File: src/rtl/mazecaster_pkg.sv
// Shared screen geometry, RGB565 helpers and the column writer state type.
// The SHADE_EN build option (see column_pixel_writer) uses the field helpers here.
package mazecaster_pkg;

    localparam int SCREEN_WIDTH  = 320;
    localparam int SCREEN_HEIGHT = 180;

    typedef logic [15:0] rgb565_t;

    typedef enum logic [1:0] {
        IDLE,
        DRAW,
        WAIT_SWAP
    } writer_state_t;

    function automatic logic [4:0] rgb565_r(input rgb565_t c);
        return c[15:11];
    endfunction

    function automatic logic [5:0] rgb565_g(input rgb565_t c);
        return c[10:5];
    endfunction

    function automatic logic [4:0] rgb565_b(input rgb565_t c);
        return c[4:0];
    endfunction

    function automatic rgb565_t rgb565_pack(input logic [4:0] r, input logic [5:0] g,
                                            input logic [4:0] b);
        return {r, g, b};
    endfunction

    // Row colour for a column whose wall occupies top <= y < bot.
    function automatic rgb565_t column_pixel(input logic [7:0] y, input logic [7:0] top,
                                             input logic [7:0] bot, input rgb565_t wall,
                                             input rgb565_t ceil_color,
                                             input rgb565_t floor_color);
        if (y < top)
            return ceil_color;
        else if (y < bot)
            return wall;
        else
            return floor_color;
    endfunction

endpackage

File: src/rtl/rgb565_shade.sv
// Halves each RGB565 channel when side_in is set; used for the darker wall face.
module rgb565_shade
    import mazecaster_pkg::*;
(
    input  rgb565_t color_in,
    input  logic    side_in,
    output rgb565_t color_out
);

    assign color_out = side_in ? rgb565_pack(rgb565_r(color_in) >> 1,
                                             rgb565_g(color_in) >> 1,
                                             rgb565_b(color_in) >> 1)
                               : color_in;

endmodule

File: src/rtl/column_pixel_writer.sv
// Expands raycast columns into RGB565 pixel writes {address, pixel}, one per cycle.
// Build option SHADE_EN: halve wall colour channels for columns with col_side_in=1.
//
// state     | meaning
// IDLE      | waiting for a column descriptor
// DRAW      | streaming rows of the current column, y_q is the row on the outputs
// WAIT_SWAP | frame complete, holding off until the frame buffers swap
module column_pixel_writer
    import mazecaster_pkg::*;
#(
    parameter rgb565_t CEIL_COLOR  = 16'h0000,
    parameter rgb565_t FLOOR_COLOR = 16'h4208
) (
    input  logic        pixel_clk_in,
    input  logic        rst_in,
    input  logic        col_valid_in,
    output logic        col_ready_out,
    input  logic [8:0]  col_index_in,
    input  logic [7:0]  col_height_in,
    input  logic [15:0] col_color_in,
    input  logic        col_side_in,
    input  logic        col_last_in,
    input  logic        swap_in,
    output logic        ray_valid_out,
    output logic [15:0] ray_address_out,
    output logic [15:0] ray_pixel_out,
    output logic        ray_last_pixel_out
);

    localparam logic [8:0]  X_LIMIT  = 9'(SCREEN_WIDTH);
    localparam logic [7:0]  H_LIMIT  = 8'(SCREEN_HEIGHT);
    localparam logic [7:0]  LAST_ROW = 8'(SCREEN_HEIGHT - 1);
    localparam logic [15:0] ROW_STEP = 16'(SCREEN_WIDTH);

    writer_state_t state_q;
    logic [7:0]    y_q;
    logic [7:0]    top_q;
    logic [7:0]    bot_q;
    rgb565_t       color_q;
    logic          last_q;
    logic [15:0]   addr_q;

    logic          accept;
    logic          in_range;
    logic [7:0]    h_in;
    logic [7:0]    top_in;
    logic [7:0]    bot_in;
    logic [7:0]    y_next;
    rgb565_t       wall_in;

`ifdef SHADE_EN
    rgb565_shade u_shade (
        .color_in  (col_color_in),
        .side_in   (col_side_in),
        .color_out (wall_in)
    );
`else
    logic unused_side;
    assign unused_side = col_side_in;
    assign wall_in     = col_color_in;
`endif

    assign col_ready_out = (state_q == IDLE) ||
                           ((state_q == DRAW) && (y_q == LAST_ROW) && !last_q);
    assign accept        = col_valid_in && col_ready_out;
    assign in_range      = col_index_in < X_LIMIT;

    // Wall span is centred; the odd leftover row goes to the floor.
    assign h_in   = (col_height_in > H_LIMIT) ? H_LIMIT : col_height_in;
    assign top_in = (H_LIMIT - h_in) >> 1;
    assign bot_in = top_in + h_in;
    assign y_next = y_q + 8'd1;

    assign ray_address_out = addr_q;

    always_ff @(posedge pixel_clk_in) begin
        if (rst_in) begin
            state_q            <= IDLE;
            y_q                <= '0;
            top_q              <= '0;
            bot_q              <= '0;
            color_q            <= '0;
            last_q             <= 1'b0;
            addr_q             <= '0;
            ray_valid_out      <= 1'b0;
            ray_pixel_out      <= '0;
            ray_last_pixel_out <= 1'b0;
        end else begin
            ray_last_pixel_out <= 1'b0;
            if (accept) begin
                y_q     <= '0;
                top_q   <= top_in;
                bot_q   <= bot_in;
                color_q <= wall_in;
                last_q  <= col_last_in;
                addr_q  <= {7'd0, col_index_in};
                if (in_range) begin
                    state_q       <= DRAW;
                    ray_valid_out <= 1'b1;
                    ray_pixel_out <= column_pixel(8'd0, top_in, bot_in, wall_in,
                                                  CEIL_COLOR, FLOOR_COLOR);
                end else begin
                    // Off-screen column: nothing to write, but it may still close the frame.
                    ray_valid_out      <= 1'b0;
                    ray_last_pixel_out <= col_last_in;
                    state_q            <= col_last_in ? WAIT_SWAP : IDLE;
                end
            end else begin
                unique case (state_q)
                    IDLE: begin
                        ray_valid_out <= 1'b0;
                    end
                    DRAW: begin
                        if (y_q != LAST_ROW) begin
                            y_q                <= y_next;
                            addr_q             <= addr_q + ROW_STEP;
                            ray_valid_out      <= 1'b1;
                            ray_pixel_out      <= column_pixel(y_next, top_q, bot_q, color_q,
                                                               CEIL_COLOR, FLOOR_COLOR);
                            ray_last_pixel_out <= last_q && (y_next == LAST_ROW);
                        end else begin
                            ray_valid_out <= 1'b0;
                            state_q       <= last_q ? WAIT_SWAP : IDLE;
                        end
                    end
                    WAIT_SWAP: begin
                        ray_valid_out <= 1'b0;
                        if (swap_in)
                            state_q <= IDLE;
                    end
                    default: begin
                        ray_valid_out <= 1'b0;
                        state_q       <= IDLE;
                    end
                endcase
            end
        end
    end

endmodule

File: config.mk
export PLATFORM = sky130hd
export DESIGN_NAME = column_pixel_writer
export DESIGN_NICKNAME = d
export VERILOG_FILES = /design/src/rtl/mazecaster_pkg.sv /design/src/rtl/rgb565_shade.sv /design/src/rtl/column_pixel_writer.sv
export SDC_FILE = /design/constraint.sdc
export NUM_CORES = 1
export LEC_CHECK = 0
export CORE_UTILIZATION = 35
export CTS_BUF_LIST = sky130_fd_sc_hd__clkbuf_8
export DETAILED_ROUTE_END_ITERATION = 8
export SYNTH_ARGS = -nofsm -noshare
export SYNTH_HDL_FRONTEND = slang
export SYNTH_SLANG_ARGS = --single-unit
File: constraint.sdc
create_clock -name pixel_clk_in -period 5.9 [get_ports pixel_clk_in]
set_input_delay 1.475 -clock pixel_clk_in [delete_from_list [all_inputs] [get_ports pixel_clk_in]]
set_output_delay 1.475 -clock pixel_clk_in [all_outputs]
set_load 0.02 [all_outputs]
==> key figures, run 1 <==
Routing
  • Routed vias: 4186
  • Post-Route WL: 11500 um
  • Avg Vias per Cell: 5.16
  • Post-route ant nets: 0
  • DR DRC count: 0
  • Drt wl/cell: 14.2 um
  • Drt pass-1 iters: 7
  • Detailed Route Iter0 Violations: 267

Pwr
  • PnR Total Power: 1.35 mW
  • Int Power: 900 uW
  • Psw: 445 uW
  • LEAKAGE: 2.03 nW
  • Worst IR Drop VDD: 0.0985 mV
  • Sequential Power Share: 0.426
  • Pwr/cell area: 248 nW/um2
  • Switching Share: 0.331
  • Power share of the combinational group: 0.281
  • Clock network fraction of total power: 0.293

Finish
  • FF+latch area: 1520 um2
  • Most frequent cells in the layout: nand2_1 (87), dfxtp_1 (76), nor2_1 (74), clkdlybuf4s50_1 (71), a21oi_1 (56)
  • Area taken by multi-input logic gates: 2570 um2
  • Post-route insts no fill: 811
  • Commonest non-fill, non-tap cell in the layout: nand2_1
  • Nets@finish: 700
  • Share of layout cells above drive strength 1: 0.0653
  • Util after Layout: 0.448
  • Antenna fix cells: 0
  • Fillcell total: 1231
  • Area Overhead vs Synth: 24.1%
  • Final instance area: 5430 um2

Placed design
  • Post-Place Cells: 795
  • DP HPWL: 8160 um
  • Placed cell area: 5240 um2
  • Routability cong.: 0.820
  • Port Buf Inserts: 72

CTS
  • # H-tree levels: 3
  • Post-CTS sizing: 0
  • Clock Pin Slew Worst Setup and Hold Paths: 80 ps
  • Post-CTS Setup Inserts: 0
  • CTS Sinks: 76
  • TritonCTS clock tree: done
  • TritonCTS Buffers: 9
  • Later-pin clock latency in the skew report: 360 ps
  • Clock root buffer master: clkbuf_8
  • Clock buffer depth: 2
  • Hold bufs inserted after CTS: 0

Setup path
  • WP data required: 6130 ps
  • CP arrival: 5260 ps
  • Kind of critical path: primary input to flop
  • Reg2Reg Setup Slack: 2410 ps
  • CP endpoint kind: flop
  • Max FO, Critical Path: 13
  • Reg-to-Reg End: ray_pixel_out[14]
  • Reg-to-reg startpoint: y_q[2]
  • Startpoint Class: primary input
  • R2r worst-path depth: 9

STA
  • Achievable clock frequency: 199 MHz
  • Count of final hold-check violations: 0
  • Pins Over Slew Limit: 0
  • Actual slew at the worst max-slew pin: 951 ps
  • Setup Total Neg Slack: 0 ps
  • Worst rel slew slack: 0.364
  • Min Tclk post-route: 5030 ps
  • Clock skew: 13.8 ps
  • RSZ-0062 raised after global routing: false
  • Period Utilization, post-route: 0.852
  • Final setup viols: 0

Synthesis
  • Async S/R FF share, synth: 0
  • Post-synth EDFFs: 0
  • Seq/Total Area, Yosys: 0.348
  • Post-synth design cell area: 4370 um2
  • Dominant register cell in the synthesized netlist: dfxtp_1
  • Syn Area/Cell: 7.58 um2
  • Cells after synthesis: 577
  • Syn nets: 639
  • Number of synthesized register bits: 76
  • Yosys Warn Count: 0
  • Synth cell types: 57

Floorplan
  • DIE HEIGHT: 114 um
  • Floorplan core area: 12100 um2
  • Die area: 12900 um2
  • Starting density of the core: 0.361
  • I/O Pins: 74
  • Die width: 114 um
  • Std cell rows: 40

Min path
  • Class of the worst hold path: flop to flop
  • Hold Crit Endpoint: color_q[4]
  • HP Start: color_q[4]
  • Hold Path Stages: 2

Global routing
  • Largest net degree at the start of global routing: 41
  • Number of global-route vias before repair: 4006
  • Total track usage: 0.182
  • First-pass GRT wire length: 18900 um
  • Initial antenna violation count: 0
  • GRT Residual Overflow: 0

Run status
  • Status: finished clean

Job
  • Max-cap viol count: 0
[stage by stage]
step	setup slack, ps	hold slack [ps]
finish	872	454
floorplan	1100	427
detailed placement	491	441
global route	486	472
global placement	618	433
CTS	864	453
[registers in the layout (all words and copies together), names as in the netlist]
signal              count
bot_q                   8
ray_pixel_out          16
ray_address_out        16
state_q                 2
ray_last_pixel_out      1
ray_valid_out           1
color_q                16
last_q                  1
top_q                   7
y_q                     8
[how the worst max path moves through the flow]
stage                          start                 to  cells after the start
finish              col_height_in[2]   ray_pixel_out[4]                     18
global route        col_height_in[2]   ray_pixel_out[4]                     18
CTS                 col_height_in[2]   ray_pixel_out[4]                     18
detailed placement  col_height_in[2]   ray_pixel_out[4]                     18
global placement    col_height_in[2]   ray_pixel_out[6]                     18
floorplan           col_height_in[2]  ray_pixel_out[12]                     19
[kinds of logic (layout without fill, tap and decap cells)]
kind of cell             count (synthesis)  in the layout  share of synthesized area
multiplexers                             1              1                    0.00229
adder cells (fa/ha/maj)                 23             23                     0.0658
XOR/XNOR                                28             28                     0.0561
AND/OR/NAND/NOR                        236            236                      0.250
buffers and inverters                   65            131                     0.0686
flip-flops                              76             76                      0.348
AO/OA/AOI/OAI                          148            148                      0.209
[worst max-delay path: stages]
cell	delay [ps]
clkdlybuf4s50_1	430
o211a_1	260
or2_2	290
nand2_1	150
nand2_1	120
ha_1	220
nor2b_1	120
o2111ai_1	100
and3_1	230
ha_1	370
o21a_1	140
nor2_1	120
nor2b_1	60
o311ai_0	430
o31a_1	230
and4_1	190
buf_4	200
o21ai_0	120
[layout make-up]
cell class                 count  area share
multi-input combinational    436       0.474
sequential                    76       0.280
timing repair buffer          87       0.153
tap                          168      0.0387
clock buffer                   9      0.0228
inverter                      28      0.0194
clock inverter                 7      0.0124
[synth_stat cells (4+ instances only)]
library cell,count,area [um2]
nand2_1,87,327
dfxtp_1,76,1520
nor2_1,74,278
a21oi_1,56,280
o21ai_0,38,190
inv_1,28,105
ha_1,23,288
nand4_1,19,119
clkbuf_1,16,60.1
xor2_1,16,140
buf_2,15,75.1
nor3b_1,15,113
xnor2_1,12,105
nor2b_1,9,56.3
nand3_1,8,40.0
a31oi_1,7,43.8
o21a_1,6,45.0
and2_1,5,31.3
a211o_1,4,35.0
a211oi_1,4,30.0
buf_6,4,45.0
o21bai_1,4,30.0
[power by group through the flow]
stage                     clock network [mW]  logic [mW]  registers, mW
after global placement                     0       0.370          0.584
after global routing                   0.427       0.419          0.578
after floorplan                            0       0.224          0.603
after CTS                              0.406       0.380          0.573
final                                  0.395       0.378          0.573
after detailed placement                   0       0.379          0.585
[routing by layer]
metal | global-route usage | vias to the layer above | wire, um
met5 | 0 | - | 0
met4 | 0.0632 | 0 | 150
met3 | 0.0393 | 10 | 544
met2 | 0.311 | 106 | 5580
met1 | 0.227 | 1970 | 5240
li1 | - | 2100 | -
No activity file was read; power rests on OpenSTA's default activity.
==> run 2: changes to the inputs <==
--- a/config.mk
+++ b/config.mk
@@ -8,6 +8,7 @@
 export CORE_UTILIZATION = 35
 export CTS_BUF_LIST = sky130_fd_sc_hd__clkbuf_8
 export DETAILED_ROUTE_END_ITERATION = 8
+export REMOVE_ABC_BUFFERS = 1
 export SYNTH_ARGS = -nofsm -noshare
 export SYNTH_HDL_FRONTEND = slang
 export SYNTH_SLANG_ARGS = --single-unit
==> constraint.sdc (replaced) <==
create_clock -name pixel_clk_in -period 5.9 [get_ports pixel_clk_in]
set_input_delay 1.475 -clock pixel_clk_in [delete_from_list [all_inputs] [get_ports pixel_clk_in]]
set_output_delay 1.475 -clock pixel_clk_in [all_outputs]
set_load 0.01 [all_outputs]
==> run 2 against run 1 <==
  * Flip-flop and latch count did not move
  * Sequential share of layout area is essentially flat
  * Core utilization hardly changed
  * Global-route usage up 0.37 points
  * Wire length is 0.96% lower
  * Sequential power is essentially flat
  * Maximum frequency is 3.9% lower
  * Clock power increased by 16%
  * Critical path depth unchanged
  * Clock-buffer cell count up 2
  * Critical endpoint is now ray_pixel_out[13]
  * Largest cell class unchanged
  * Largest power group unchanged
  * Highest routed layer unchanged
==> key figures, run 2 (synthesis gave the netlist of run 1 again) <==
Setup path
  • Reg-to-reg startpoint: y_q[2]
  • CP endpoint kind: flop
  • Kind of critical path: primary input to flop
  • Max FO, Critical Path: 13 (unchanged)
  • R2r worst-path depth: 12 (+3)
  • Startpoint Class: primary input
  • Reg2Reg Setup Slack: 2840 ps (+430 ps)
  • CP arrival: 5470 ps (+210 ps)
  • Reg-to-Reg End: ray_pixel_out[9]
  • WP data required: 6140 ps (about the same)

Finish
  • Commonest non-fill, non-tap cell in the layout: nand2_1
  • Nets@finish: 698 (-0.29%)
  • Fillcell total: 1266 (+2.8%)
  • Util after Layout: 0.448 (about the same)
  • Area Overhead vs Synth: 24.2% (about the same)
  • Most frequent cells in the layout: nand2_1 (87), dfxtp_1 (76), nor2_1 (74), clkdlybuf4s50_1 (71), a21oi_1 (56)
  • Antenna fix cells: 0 (unchanged)
  • Share of layout cells above drive strength 1: 0.0577 (-0.00760)

Floorplan
  • Floorplan core area: 12100 um2 (unchanged)
  • Die width: 114 um (unchanged)
  • I/O Pins: 74 (unchanged)
  • Std cell rows: 40 (unchanged)
  • Starting density of the core: 0.361 (unchanged)
  • DIE HEIGHT: 114 um (unchanged)
  • Die area: 12900 um2 (unchanged)

CTS
  • TritonCTS clock tree: done
  • TritonCTS Buffers: 9 (unchanged)
  • CTS Sinks: 76 (unchanged)
  • # H-tree levels: 3 (unchanged)
  • Hold bufs inserted after CTS: 0 (unchanged)
  • Later-pin clock latency in the skew report: 360 ps (about the same)
  • Post-CTS Setup Inserts: 0 (unchanged)
  • Clock Pin Slew Worst Setup and Hold Paths: 80 ps (about the same)
  • Clock root buffer master: clkbuf_8
  • Post-CTS sizing: 0 (unchanged)
  • Clock buffer depth: 2 (unchanged)

Pwr
  • LEAKAGE: 2.05 nW (+0.90%)
  • Pwr/cell area: 256 nW/um2 (+3.4%)
  • Worst IR Drop VDD: 0.148 mV (+50%)

Job
  • Max-cap viol count: 0 (unchanged)

Routing
  • Post-route ant nets: 0 (unchanged)
  • Drt pass-1 iters: 4 (-3)
  • Drt wl/cell: 14.1 um (-0.72%)
  • Routed vias: 4156 (-0.72%)
  • DR DRC count: 0 (unchanged)
  • Detailed Route Iter0 Violations: 207 (-22%)
  • Avg Vias per Cell: 5.14 (-0.47%)
  • Post-Route WL: 11400 um (-0.96%)

Global routing
  • GRT Residual Overflow: 0 (unchanged)
  • Largest net degree at the start of global routing: 63 (+54%)
  • Number of global-route vias before repair: 3967 (-0.97%)
  • Total track usage: 0.186 (+0.00367)
  • First-pass GRT wire length: 19200 um (+1.3%)
  • Initial antenna violation count: 0 (unchanged)

STA
  • Pins Over Slew Limit: 0 (unchanged)
  • Period Utilization, post-route: 0.886 (+0.0342)
  • Actual slew at the worst max-slew pin: 1200 ps (+245 ps)
  • Final setup viols: 0 (unchanged)
  • Count of final hold-check violations: 0 (unchanged)
  • Worst rel slew slack: 0.203 (-0.161)
  • Achievable clock frequency: 191 MHz (-3.9%)
  • Min Tclk post-route: 5230 ps (+202 ps)
  • RSZ-0062 raised after global routing: false
  • Clock skew: 11.6 ps (-2.24 ps)
  • Setup Total Neg Slack: 0 ps (unchanged)

Run status
  • Status: finished clean

Placed design
  • Routability cong.: 0.863 (+5.2%)
  • Port Buf Inserts: 72 (unchanged)
  • DP HPWL: 7870 um (-3.6%)

Min path
  • Hold Path Stages: 2 (unchanged)
  • HP Start: color_q[5]
  • Class of the worst hold path: flop to flop
  • Hold Crit Endpoint: color_q[5]
run 2: changes by cell type in the layout (fill, tap and decap cells not counted), moves of 2 or more:
cell | previous run | this run
clkbuf_8 | 9 | 11
clkinv_2 | 3 | 0
inv_1 | 28 | 30
buf_4 | 15 | 13
clkinvlp_4 | 3 | 0
run 2: area by class of cell:
type | count | area, um2 | share of cell area
inverter | 28 | 105 | 0.0194
clock buffer | 11 | 151 | 0.0279
sequential | 76 | 1520 | 0.280
multi-input combinational | 436 | 2550 | 0.470
clock inverter | 5 | 76.3 | 0.0141
timing repair buffer | 85 | 813 | 0.150
tap | 168 | 210 | 0.0387
run 2: worst max-delay path by stage:
stage                     startpoint                 to  cells after the start
finish              col_height_in[2]  ray_pixel_out[13]                     18
global placement    col_height_in[2]   ray_pixel_out[0]                     18
detailed placement  col_height_in[2]  ray_pixel_out[12]                     18
global route        col_height_in[2]  ray_pixel_out[13]                     18
floorplan           col_height_in[2]   ray_pixel_out[0]                     16
CTS                 col_height_in[2]  ray_pixel_out[13]                     18
run 2: power breakdown:
| group | switching (mW) | internal, mW |
|---|---|---|
| logic | 0.206 | 0.156 |
| registers | 0.0219 | 0.551 |
| clock network | 0.198 | 0.259 |
run 2: metal layers:
metal / routed length [um] / track usage / vias up
met4: 181 / 0.0597 / 0
li1: - / - / 2104
met3: 423 / 0.0452 / 19
met5: 0 / 0 / -
met1: 5460 / 0.239 / 1954
met2: 5340 / 0.307 / 79
run 2: through the flow:
stage               instance area [um2]  instances  worst slack, ps  power, mW  hold slack [ps]
floorplan                          4180        540             1310      0.788              421
global placement                   5200        793              452      0.938              432
detailed placement                 5200        793              337      0.946              443
CTS                                5430        809              729       1.40              453
global route                       5430        809              393       1.47              472
finish                             5430        809              670       1.39              451
run 2: critical path, cell delays in order:
cell	delay, ps
clkdlybuf4s50_1	570
o211a_1	330
or2_2	290
nand2_1	140
nand2_1	130
ha_1	240
nor2b_1	130
o2111ai_1	100
and3_1	250
ha_1	380
o21a_1	140
nor2_1	120
nor2b_1	60
o311ai_0	390
o31a_1	230
and4_1	180
buf_4	200
o21ai_0	120
==> run 3: changes to the inputs <==
--- a/config.mk
+++ b/config.mk
@@ -5,9 +5,10 @@
 export SDC_FILE = /design/constraint.sdc
 export NUM_CORES = 1
 export LEC_CHECK = 0
-export CORE_UTILIZATION = 35
+export CORE_UTILIZATION = 50
 export CTS_BUF_LIST = sky130_fd_sc_hd__clkbuf_8
 export DETAILED_ROUTE_END_ITERATION = 8
+export PLACE_DENSITY = 0.76
 export REMOVE_ABC_BUFFERS = 1
 export SYNTH_ARGS = -nofsm -noshare
 export SYNTH_HDL_FRONTEND = slang
==> run 3 against run 2 <==
  * Sequential power about the same
  * Critical endpoint is now ray_pixel_out[14]
  * Global-route usage increased by 6.4 points
  * Worst hold slack lost 0.55 ps
  * Power down 6.6%
  * Cell area fell by 2.3%
  * Maximum frequency grew 2.7%
  * Via count rose by 0.41%
  * Clock skew barely moved
  * Clock-buffer cell count shrank 1
  * Non-clock buffer count rose by 1
  * Clock power decreased by 20%
  * Worst setup slack improved by 140 ps
  * Largest cell class unchanged
==> key figures, run 3 (synthesis gave the netlist of run 1 again) <==
Run status
  • Status: finished clean

Routing
  • DR DRC count: 0 (unchanged)
  • Avg Vias per Cell: 5.59 (+8.9%)
  • Drt wl/cell: 14.6 um (+3.4%)
  • Routed vias: 4173 (+0.41%)
  • Drt pass-1 iters: 5 (+1)
  • Post-Route WL: 10900 um (-4.6%)
  • Post-route ant nets: 0 (unchanged)
  • Detailed Route Iter0 Violations: 198 (-4.3%)

STA
  • Final setup viols: 0 (unchanged)
  • Actual slew at the worst max-slew pin: 817 ps (-378 ps)
  • Count of final hold-check violations: 0 (unchanged)
  • Period Utilization, post-route: 0.863 (-0.0233)
  • Achievable clock frequency: 196 MHz (+2.7%)
  • Hold WS: 451 ps (-0.554 ps)
  • Worst rel slew slack: 0.441 (+0.238)
  • Clock skew: 12.0 ps (+0.431 ps)
  • Setup Total Neg Slack: 0 ps (unchanged)
  • RSZ-0062 raised after global routing: false
  • Min Tclk post-route: 5090 ps (-137 ps)
  • Pins Over Slew Limit: 0 (unchanged)

Placed design
  • DP HPWL: 7460 um (-5.1%)
  • Routability cong.: 0.856 (-0.77%)
  • Port Buf Inserts: 72 (unchanged)

CTS
  • TritonCTS clock tree: done
  • TritonCTS Buffers: 9 (unchanged)
  • Later-pin clock latency in the skew report: 360 ps (about the same)
  • Clock Pin Slew Worst Setup and Hold Paths: 80 ps (about the same)
  • Post-CTS sizing: 0 (unchanged)
  • Post-CTS Setup Inserts: 0 (unchanged)
  • Hold bufs inserted after CTS: 0 (unchanged)
  • Clock root buffer master: clkbuf_8
  • CTS Sinks: 76 (unchanged)
  • # H-tree levels: 3 (unchanged)
  • Clock buffer depth: 2 (unchanged)

Finish
  • FF+latch area: 1520 um2 (unchanged)
  • Most frequent cells in the layout: nand2_1 (87), dfxtp_1 (76), nor2_1 (74), clkdlybuf4s50_1 (71), a21oi_1 (56)
  • Area Overhead vs Synth: 21.3%
  • Antenna fix cells: 0 (unchanged)
  • Commonest non-fill, non-tap cell in the layout: nand2_1
  • Area taken by multi-input logic gates: 2550 um2 (unchanged)
  • Share of layout cells above drive strength 1: 0.0608 (+0.00312)
  • Nets@finish: 699 (+0.14%)
  • Util after Layout: 0.636 (+0.188)
  • Fillcell total: 790 (-38%)

Floorplan
  • Die width: 95.5 um (-16%)
  • Floorplan core area: 8340 um2 (-31%)
  • Die area: 9130 um2 (-30%)
  • Std cell rows: 33 (-18%)
  • DIE HEIGHT: 95.5 um (-16%)
  • Starting density of the core: 0.524 (+0.163)
  • I/O Pins: 74 (unchanged)

Pwr
  • Int Power: 870 uW (-9.9%)
  • Psw: 430 uW (+0.96%)
  • Worst IR Drop VDD: 0.134 mV (-9.5%)
  • Switching Share: 0.331 (+0.0248)
  • Power share of the combinational group: 0.277 (+0.017)
  • LEAKAGE: 2.02 nW (-1.6%)
  • Sequential Power Share: 0.440 (+0.029)
  • Pwr/cell area: 245 nW/um2 (-4.4%)
  • Clock network fraction of total power: 0.282 (-0.046)

Global routing
  • Met2 Use GR: 0.411 (+0.105)
  • Number of global-route vias before repair: 3857 (-2.8%)
  • Largest net degree at the start of global routing: 41 (-35%)
  • Met1 Resource Use GR: 0.333 (+0.0940)
  • GR Util met3: 0.0367 (-0.00848)
  • GRT Residual Overflow: 0 (unchanged)
  • Initial antenna violation count: 0 (unchanged)
  • First-pass GRT wire length: 17900 um (-6.9%)
  • Top Usage Layer GRT: met2
  • Total track usage: 0.249 (+0.0635)

Setup path
  • Max FO, Critical Path: 9 (-4)
  • CP endpoint kind: flop
  • CP arrival: 5310 ps (-160 ps)
  • Startpoint Class: primary input
  • Kind of critical path: primary input to flop
  • WP data required: 6120 ps (-20 ps)

Job
  • Max-cap viol count: 0 (unchanged)

Min path
  • Class of the worst hold path: flop to flop
==> run 3: cell count changes in the layout (fill, tap and decap cells not counted), sizes merged <==
cell / previous run / this run
buf: 14 / 15
bufinv: 2 / 0
clkbuf: 11 / 10
clkinv: 1 / 2
clkinvlp: 0 / 2
inv: 30 / 29
==> run 3: final cells by class <==
cell class,count,share of cell area
inverters,28,0.0198
repair buffers,86,0.155
flip-flops and latches,76,0.287
well taps,105,0.0248
clock buffers,10,0.0259
multi-input cells,436,0.481
clock inverters,5,0.00707
==> run 3: through the flow <==
stage	power [mW]	area, um2	setup slack, ps	instances
after global placement	0.932	5130	544	731
after detailed placement	0.941	5130	450	731
after CTS	1.31	5310	828	746
after floorplan	0.788	4180	1310	540
after global routing	1.37	5310	565	746
final	1.30	5310	807	746
==> run 3: power groups by stage <==
stage               logic [mW]  registers [mW]  clock network [mW]
CTS                      0.359           0.573               0.376
detailed placement       0.357           0.584                   0
floorplan                0.199           0.589                   0
global route             0.401           0.577               0.393
finish                   0.361           0.573               0.367
global placement         0.350           0.582                   0
==> run 3: critical path: stages <==
cell and delay, ps:
clkdlybuf4s50_1 570, o211a_1 210, or2_2 280, nand2_1 130
nand2_1 120, ha_1 230, nor2b_1 110, o2111ai_1 100
and3_1 240, ha_1 360, a21oi_1 170, nor2b_1 60
o21ai_0 140, o311ai_0 190, o31a_1 330, a41oi_1 440
a31oi_1 150
==> run 3: worst paths after layout <==
path	endpoint	from	slack, ps	cells past startpoint
min reg2reg	color_q[2]	color_q[2]	450	2
min	color_q[2]	color_q[2]	450	2
max	ray_pixel_out[14]	col_height_in[5]	810	17
max reg2reg	ray_pixel_out[9]	y_q[0]	2560	12
==> run 3: metal layers <==
metal  up-vias  routed length, um
met3        17                585
met1      1928               5030
met2       129               5110
li1       2099                  -
met4         0                160
met5         -                  0
